### config.mk
export PLATFORM = sky130hd
export DESIGN_NAME = prog_mem_loader_flat
export DESIGN_NICKNAME = d
export VERILOG_FILES = /design/src/rtl/prog_mem_loader_if.sv /design/src/rtl/prog_mem_loader.sv /design/src/flat_wrapper.sv
export SDC_FILE = /design/constraint.sdc
export NUM_CORES = 1
export LEC_CHECK = 0
export BUFFER_PORTS_ARGS = -buffer_cell sky130_fd_sc_hd__buf_2
export CORE_MARGIN = 3
export CORE_UTILIZATION = 53
export CTS_BUF_LIST = sky130_fd_sc_hd__clkbuf_8
export DETAILED_ROUTE_END_ITERATION = 16
export HOLD_SLACK_MARGIN = 0.15
export PLACE_DENSITY_LB_ADDON = 0.15
export REMOVE_ABC_BUFFERS = 1
export SETUP_SLACK_MARGIN = 0.1
export SYNTH_ARGS = -nofsm -noshare
export SYNTH_HDL_FRONTEND = slang
export SYNTH_SLANG_ARGS = --single-unit
export TNS_END_PERCENT = 50
### constraint.sdc
create_clock -name clk -period 2.8 [get_ports clk]
set_clock_uncertainty 0.1 [all_clocks]
set_input_delay 0.28 -clock clk [delete_from_list [all_inputs] [get_ports clk]]
set_output_delay 0.28 -clock clk [all_outputs]
set_load 0.05 [all_outputs]
### src/rtl/prog_mem_loader_if.sv
// Boot download bus: incoming byte stream handshake plus the
// program memory write port driven by the loader.
interface prog_mem_loader_if #(
    parameter int ADDR_W = 10
);
    logic [7:0]        byte_in;
    logic              byte_valid;
    logic              byte_ready;
    logic              mem_we;
    logic [ADDR_W-1:0] mem_waddr;
    logic [31:0]       mem_wdata;

    // Host side: supplies bytes, observes the memory write port.
    modport master (
        output byte_in,
        output byte_valid,
        input  byte_ready,
        input  mem_we,
        input  mem_waddr,
        input  mem_wdata
    );

    // Loader side: consumes bytes, drives the memory write port.
    modport slave (
        input  byte_in,
        input  byte_valid,
        output byte_ready,
        output mem_we,
        output mem_waddr,
        output mem_wdata
    );
endinterface

### src/rtl/prog_mem_loader.sv
// Boot-time program memory loader: assembles little-endian bytes into
// 32-bit words, writes them one per cycle, checks a trailing XOR
// checksum and releases the core reset only after a clean load.
module prog_mem_loader #(
    parameter int ADDR_W = 10,
    parameter int DEPTH  = 1024
) (
    input  logic              clk,
    input  logic              rst,
    input  logic              start,
    input  logic [ADDR_W:0]   word_count,
    input  logic              abort,
    prog_mem_loader_if.slave  bus,
    output logic              cpu_rst,
    output logic              busy,
    output logic              done,
    output logic              error
);

    typedef enum logic [2:0] {
        S_IDLE,
        S_RECV,
        S_WRITE,
        S_CHECK,
        S_DONE,
        S_ERR
    } state_t;

    state_t            state_q, state_d;
    logic [ADDR_W:0]   count_q, count_d;
    logic [ADDR_W-1:0] widx_q, widx_d;
    logic [1:0]        bidx_q, bidx_d;
    logic [7:0]        csum_q, csum_d;
    logic [23:0]       asm_q, asm_d;      // lower three bytes of the word in flight
    logic              we_q, we_d;
    logic [ADDR_W-1:0] waddr_q, waddr_d;
    logic [31:0]       wdata_q, wdata_d;
    logic              cpu_rst_q, cpu_rst_d;
    logic              busy_q, busy_d;
    logic              done_q, done_d;
    logic              error_q, error_d;

    logic              xfer;
    logic              count_ok;
    logic              last_word;

    // Byte acceptance is a pure decode of the current state.
    always_comb begin
        bus.byte_ready = (state_q == S_RECV) || (state_q == S_CHECK);
    end

    assign xfer      = bus.byte_valid && bus.byte_ready;
    assign count_ok  = (word_count != '0) && (word_count <= (ADDR_W+1)'(DEPTH));
    assign last_word = ({1'b0, widx_q} == (count_q - (ADDR_W+1)'(1)));

    // Next-state and next-output decode; abort overrides any byte or write step.
    always_comb begin
        state_d   = state_q;
        count_d   = count_q;
        widx_d    = widx_q;
        bidx_d    = bidx_q;
        csum_d    = csum_q;
        asm_d     = asm_q;
        we_d      = 1'b0;
        waddr_d   = waddr_q;
        wdata_d   = wdata_q;
        cpu_rst_d = cpu_rst_q;
        busy_d    = busy_q;
        done_d    = done_q;
        error_d   = error_q;

        case (state_q)
            S_IDLE, S_DONE, S_ERR: begin
                if (start) begin
                    if (count_ok) begin
                        state_d   = S_RECV;
                        count_d   = word_count;
                        widx_d    = '0;
                        bidx_d    = '0;
                        csum_d    = '0;
                        asm_d     = '0;
                        busy_d    = 1'b1;
                        done_d    = 1'b0;
                        error_d   = 1'b0;
                        cpu_rst_d = 1'b1;
                    end else begin
                        state_d   = S_ERR;
                        busy_d    = 1'b0;
                        done_d    = 1'b0;
                        error_d   = 1'b1;
                        cpu_rst_d = 1'b1;
                    end
                end
            end

            S_RECV: begin
                if (abort) begin
                    state_d   = S_ERR;
                    busy_d    = 1'b0;
                    error_d   = 1'b1;
                    cpu_rst_d = 1'b1;
                end else if (xfer) begin
                    csum_d = csum_q ^ bus.byte_in;
                    case (bidx_q)
                        2'd0: begin
                            asm_d[7:0] = bus.byte_in;
                            bidx_d     = 2'd1;
                        end
                        2'd1: begin
                            asm_d[15:8] = bus.byte_in;
                            bidx_d      = 2'd2;
                        end
                        2'd2: begin
                            asm_d[23:16] = bus.byte_in;
                            bidx_d       = 2'd3;
                        end
                        default: begin
                            // Write port is loaded here so mem_we is high
                            // exactly for the WRITE cycle that follows.
                            state_d = S_WRITE;
                            bidx_d  = '0;
                            we_d    = 1'b1;
                            waddr_d = widx_q;
                            wdata_d = {bus.byte_in, asm_q};
                        end
                    endcase
                end
            end

            S_WRITE: begin
                if (abort) begin
                    state_d   = S_ERR;
                    busy_d    = 1'b0;
                    error_d   = 1'b1;
                    cpu_rst_d = 1'b1;
                end else if (last_word) begin
                    state_d = S_CHECK;
                end else begin
                    state_d = S_RECV;
                    widx_d  = widx_q + ADDR_W'(1);
                end
            end

            S_CHECK: begin
                if (abort) begin
                    state_d   = S_ERR;
                    busy_d    = 1'b0;
                    error_d   = 1'b1;
                    cpu_rst_d = 1'b1;
                end else if (xfer) begin
                    busy_d = 1'b0;
                    if (bus.byte_in == csum_q) begin
                        state_d   = S_DONE;
                        done_d    = 1'b1;
                        cpu_rst_d = 1'b0;
                    end else begin
                        state_d   = S_ERR;
                        error_d   = 1'b1;
                        cpu_rst_d = 1'b1;
                    end
                end
            end

            default: begin
                state_d = S_IDLE;
            end
        endcase
    end

    // All state and registered outputs, synchronous active-high reset.
    always_ff @(posedge clk) begin
        if (rst) begin
            state_q   <= S_IDLE;
            count_q   <= '0;
            widx_q    <= '0;
            bidx_q    <= '0;
            csum_q    <= '0;
            asm_q     <= '0;
            we_q      <= 1'b0;
            waddr_q   <= '0;
            wdata_q   <= '0;
            cpu_rst_q <= 1'b1;
            busy_q    <= 1'b0;
            done_q    <= 1'b0;
            error_q   <= 1'b0;
        end else begin
            state_q   <= state_d;
            count_q   <= count_d;
            widx_q    <= widx_d;
            bidx_q    <= bidx_d;
            csum_q    <= csum_d;
            asm_q     <= asm_d;
            we_q      <= we_d;
            waddr_q   <= waddr_d;
            wdata_q   <= wdata_d;
            cpu_rst_q <= cpu_rst_d;
            busy_q    <= busy_d;
            done_q    <= done_d;
            error_q   <= error_d;
        end
    end

    assign bus.mem_we    = we_q;
    assign bus.mem_waddr = waddr_q;
    assign bus.mem_wdata = wdata_q;
    assign cpu_rst       = cpu_rst_q;
    assign busy          = busy_q;
    assign done          = done_q;
    assign error         = error_q;

    // Structural invariants of the load sequence.
    a_we_in_write: assert property (@(posedge clk) disable iff (rst)
        we_q |-> (state_q == S_WRITE));
    a_busy_state: assert property (@(posedge clk) disable iff (rst)
        busy_q |-> (state_q == S_RECV || state_q == S_WRITE || state_q == S_CHECK));
    a_done_xor_err: assert property (@(posedge clk) disable iff (rst)
        !(done_q && error_q));
    a_done_runs: assert property (@(posedge clk) disable iff (rst)
        done_q |-> !cpu_rst_q);

endmodule

### src/flat_wrapper.sv
// flat-port wrapper written by rule: the top's interface ports become plain ports
module prog_mem_loader_flat 
#(
    parameter int ADDR_W = 10,
    parameter int DEPTH  = 1024
)
  (clk, rst, start, word_count, abort, cpu_rst, busy, done, error, bus_byte_in, bus_byte_valid, bus_byte_ready, bus_mem_we, bus_mem_waddr, bus_mem_wdata);
  prog_mem_loader_if #(.ADDR_W(ADDR_W)) bus_i ();
  input  logic clk;
  input  logic rst;
  input  logic start;
  input  logic [ADDR_W:0] word_count;
  input  logic abort;
  output logic cpu_rst;
  output logic busy;
  output logic done;
  output logic error;
  input wire logic [$bits(bus_i.byte_in)-1:0] bus_byte_in;
  input wire logic [$bits(bus_i.byte_valid)-1:0] bus_byte_valid;
  output wire logic [$bits(bus_i.byte_ready)-1:0] bus_byte_ready;
  output wire logic [$bits(bus_i.mem_we)-1:0] bus_mem_we;
  output wire logic [$bits(bus_i.mem_waddr)-1:0] bus_mem_waddr;
  output wire logic [$bits(bus_i.mem_wdata)-1:0] bus_mem_wdata;
  assign bus_i.byte_in = bus_byte_in;
  assign bus_i.byte_valid = bus_byte_valid;
  assign bus_byte_ready = bus_i.byte_ready;
  assign bus_mem_we = bus_i.mem_we;
  assign bus_mem_waddr = bus_i.mem_waddr;
  assign bus_mem_wdata = bus_i.mem_wdata;
  prog_mem_loader #(.ADDR_W(ADDR_W), .DEPTH(DEPTH)) u_core (.clk(clk), .rst(rst), .start(start), .word_count(word_count), .abort(abort), .bus(bus_i), .cpu_rst(cpu_rst), .busy(busy), .done(done), .error(error));
endmodule
==> metrics.cfg <==
[run_status]
status=completed

[synth]
synth.distinct_cells=56
synth_xor_area_frac=0.0387
ys_top_cells_by_area=dfxtp_1 44%, nand2_1 10%, a21oi_1 9.3%
synthSimpleGateAreaFrac=0.233
mappedNetlistArea_um2=4750
yosys_warnings=0
yosysTopAreaCellShare=0.443
ys_ff_latch=105
synthMuxAreaShare=0.0211
synthCells=604
synth_top_family_by_area=simple AND/OR/NAND/NOR gates
synth_compound_area_frac=0.196
synth.avg_cell_area_um2=7.86
synth_edf_count=0
ys_seq_area_frac=0.443
ys_async_sr_fraction=0
ys.flop_type=dfxtp_1
yosys.area_share.adder=0.0158
synth_top_area_cell=dfxtp_1

[final_layout]
final_cell_mix=126 x nand2_1, 103 x dfxtp_1, 88 x a21oi_1, 71 x buf_2, 39 x nor2_1
syn_to_final_growth_pct=18.8
final_util=0.667
num_antenna_cells=0
nNetsFinal=707
final_common_cell=nand2_1
drive_gt1_frac=0.188

[clocking]
clockBufferDepth=2
clock-sinks=105
clk_latency_ns=0.36
cts_root_buf=clkbuf_8
cts-htree-levels=3
cts_tree=yes
cts_buffers=9
clkTransAtPathRegs_ns=0.10

[sta]
fin_crit_sh=0.940
fin_crit_ns=2.63
slew_viol_final=0
tightest_slew_ns=1.06
setup_tns_ns=0
hold_viol_final=0
worst_slack_ns=0.168
relSlewSlack=0.293
rsz0062_at_grt=true
finalSetupViolCount=0
fmax_mhz=380

[routing]
drtIter0Drc=221
drcViolationCount=0
dr.pass1.iters=4
vias_per_cell=5.65
avgRoutedWirePerCell_um=14.7
ant_nets=0
drt_wl_total_mm=11.6
vias=4442

[hold_path]
min_path_type=in2reg
hold_end=u_core.done
hp-start=start
whs_path_depth=4

[place]
pre_cts_slack_ns=-0.0121
place.port_buffers=71
place_congestion=0.880
dp_hpwl_mm=7.63

[floorplan]
die_area_um2=10100
die_y_um=101
num_rows=33
ios=72
fp.dieW_um=101
initial_core_util=0.561
core_um2=8460

[worst_setup_path]
start_kind=register
r2r_cells=9
worst-path-max-fanout=5
cp.arrival_ns=2.81
worstSetupPathType=reg2reg
rrSetupSlack_ns=0.17
end_kind=register
reg2reg_to=u_core.widx_q[8]
required_ns=2.98
r2r_start=u_core.count_q[0]

[grt]
overflow=0
first_global_vias=4091
grt_max_degree=67
grt.total_usage=0.229
antenna_found_initial=0
grt_pass1_wl_mm=19.3

[power]
max-vdd-ir-drop_mv=0.322
power_density_nw_per_um2=530
leakagePower_uw=0.00214

[flow_run]
maxCapViolations=0

-- per-layer routing --
layer  wire [µm]  global-route usage  share of wire
met2        5430               0.373           0.47
met5           0                   0              0
met4          80              0.0560         0.0069
met3         642              0.0450          0.056
met1        5410               0.314           0.47
-- state kept, by name (all words and copies together), names as in the netlist --
register,cells
u_core.asm_q,24
u_core.bus.mem_we,1
u_core.bus.mem_wdata,32
u_core.csum_q,8
u_core.done,1
u_core.count_q,11
u_core.widx_q,10
u_core.bus.mem_waddr,10
u_core.state_q,3
u_core.busy,1
u_core.error,1
u_core.bidx_q,2
u_core.cpu_rst,1
-- stage by stage --
step / hold slack, ns / instance area, µm² / power, µW / cells
finish: 0.237 / 5640 / 2990 / 786
global route: 0.262 / 5640 / 3110 / 786
CTS: 0.214 / 5560 / 2990 / 782
detailed placement: 0.343 / 5150 / 2020 / 747
global placement: 0.339 / 5150 / 2010 / 747
floorplan: 0.249 / 4550 / 1870 / 557
-- cells by family (layout without fill, tap and decap cells) --
kind of cell	Yosys count	count (layout)
AOI/OAI and AO/OA	163	163
xor gates and xnor gates	21	21
adders and majority gates	6	6
buffers and inverters	60	136
DFF	105	105
muxes	10	10
and+or+nand+nor	239	240
-- cell usage after synthesis, types with 6 or more instances --
master	n
a21oi_1	88
and2_1	7
and3_1	6
buf_2	9
clkbuf_1	33
dfxtp_1	105
ha_1	6
inv_1	10
mux2i_1	10
nand2_1	126
nand2b_1	8
nand3_1	6
nor2_1	39
nor2b_1	8
nor3_1	12
o21ai_0	9
o21ai_1	41
xnor2_1	18
-- worst max path at each step --
| stage | end | from | cells past startpoint |
|---|---|---|---|
| 6_report | u_core.widx_q[8] | u_core.count_q[0] | 9 |
| 5_1_grt | u_core.widx_q[8] | u_core.count_q[1] | 9 |
| 4_1_cts | u_core.widx_q[8] | u_core.count_q[0] | 10 |
| 3_5_place_dp | u_core.count_q[9] | word_count[6] | 7 |
| 3_3_place_gp | u_core.count_q[6] | word_count[6] | 7 |
| 2_1_floorplan | u_core.bus.mem_waddr[0] | u_core.state_q[0] | 7 |
-- critical path, cell delays in order (launching register included) --
cell and delay, ns:
dfxtp_4 0.37, inv_2 0.06, ha_2 0.16, or4b_4 0.50, xor2_1 0.17, a32oi_1 0.19, o2bb2ai_2 0.15, nor2_2 0.06
or4_4 0.57, o31ai_4 0.24
-- what timing repair did --
item	CTS	global route
hold buffers	20	0
hold endpoints to repair	40	0
setup endpoints to repair	6	9
gates resized for setup	1	14
pin swaps	0	7
setup buffers	0	3
cloned	0	1
-- power by group --
group          total, µW  switching, µW  leakage, µW  internal [µW]
registers           1560           37.8     0.000850           1520
logic                466            288      0.00119            178
clock network        963            538    0.0000993            425
total               2990            863      0.00214           2130
-- final cells by class --
cell class	instances	area, µm²
Fill cell	751	2820
Multi-Input combinational cell	440	2450
Sequential cell	105	2110
Timing Repair Buffer	108	696
Tap cell	105	131
Clock buffer	9	124
Clock inverter	6	77.6
Inverter	13	48.8
(Power assumes the default switching activity.)
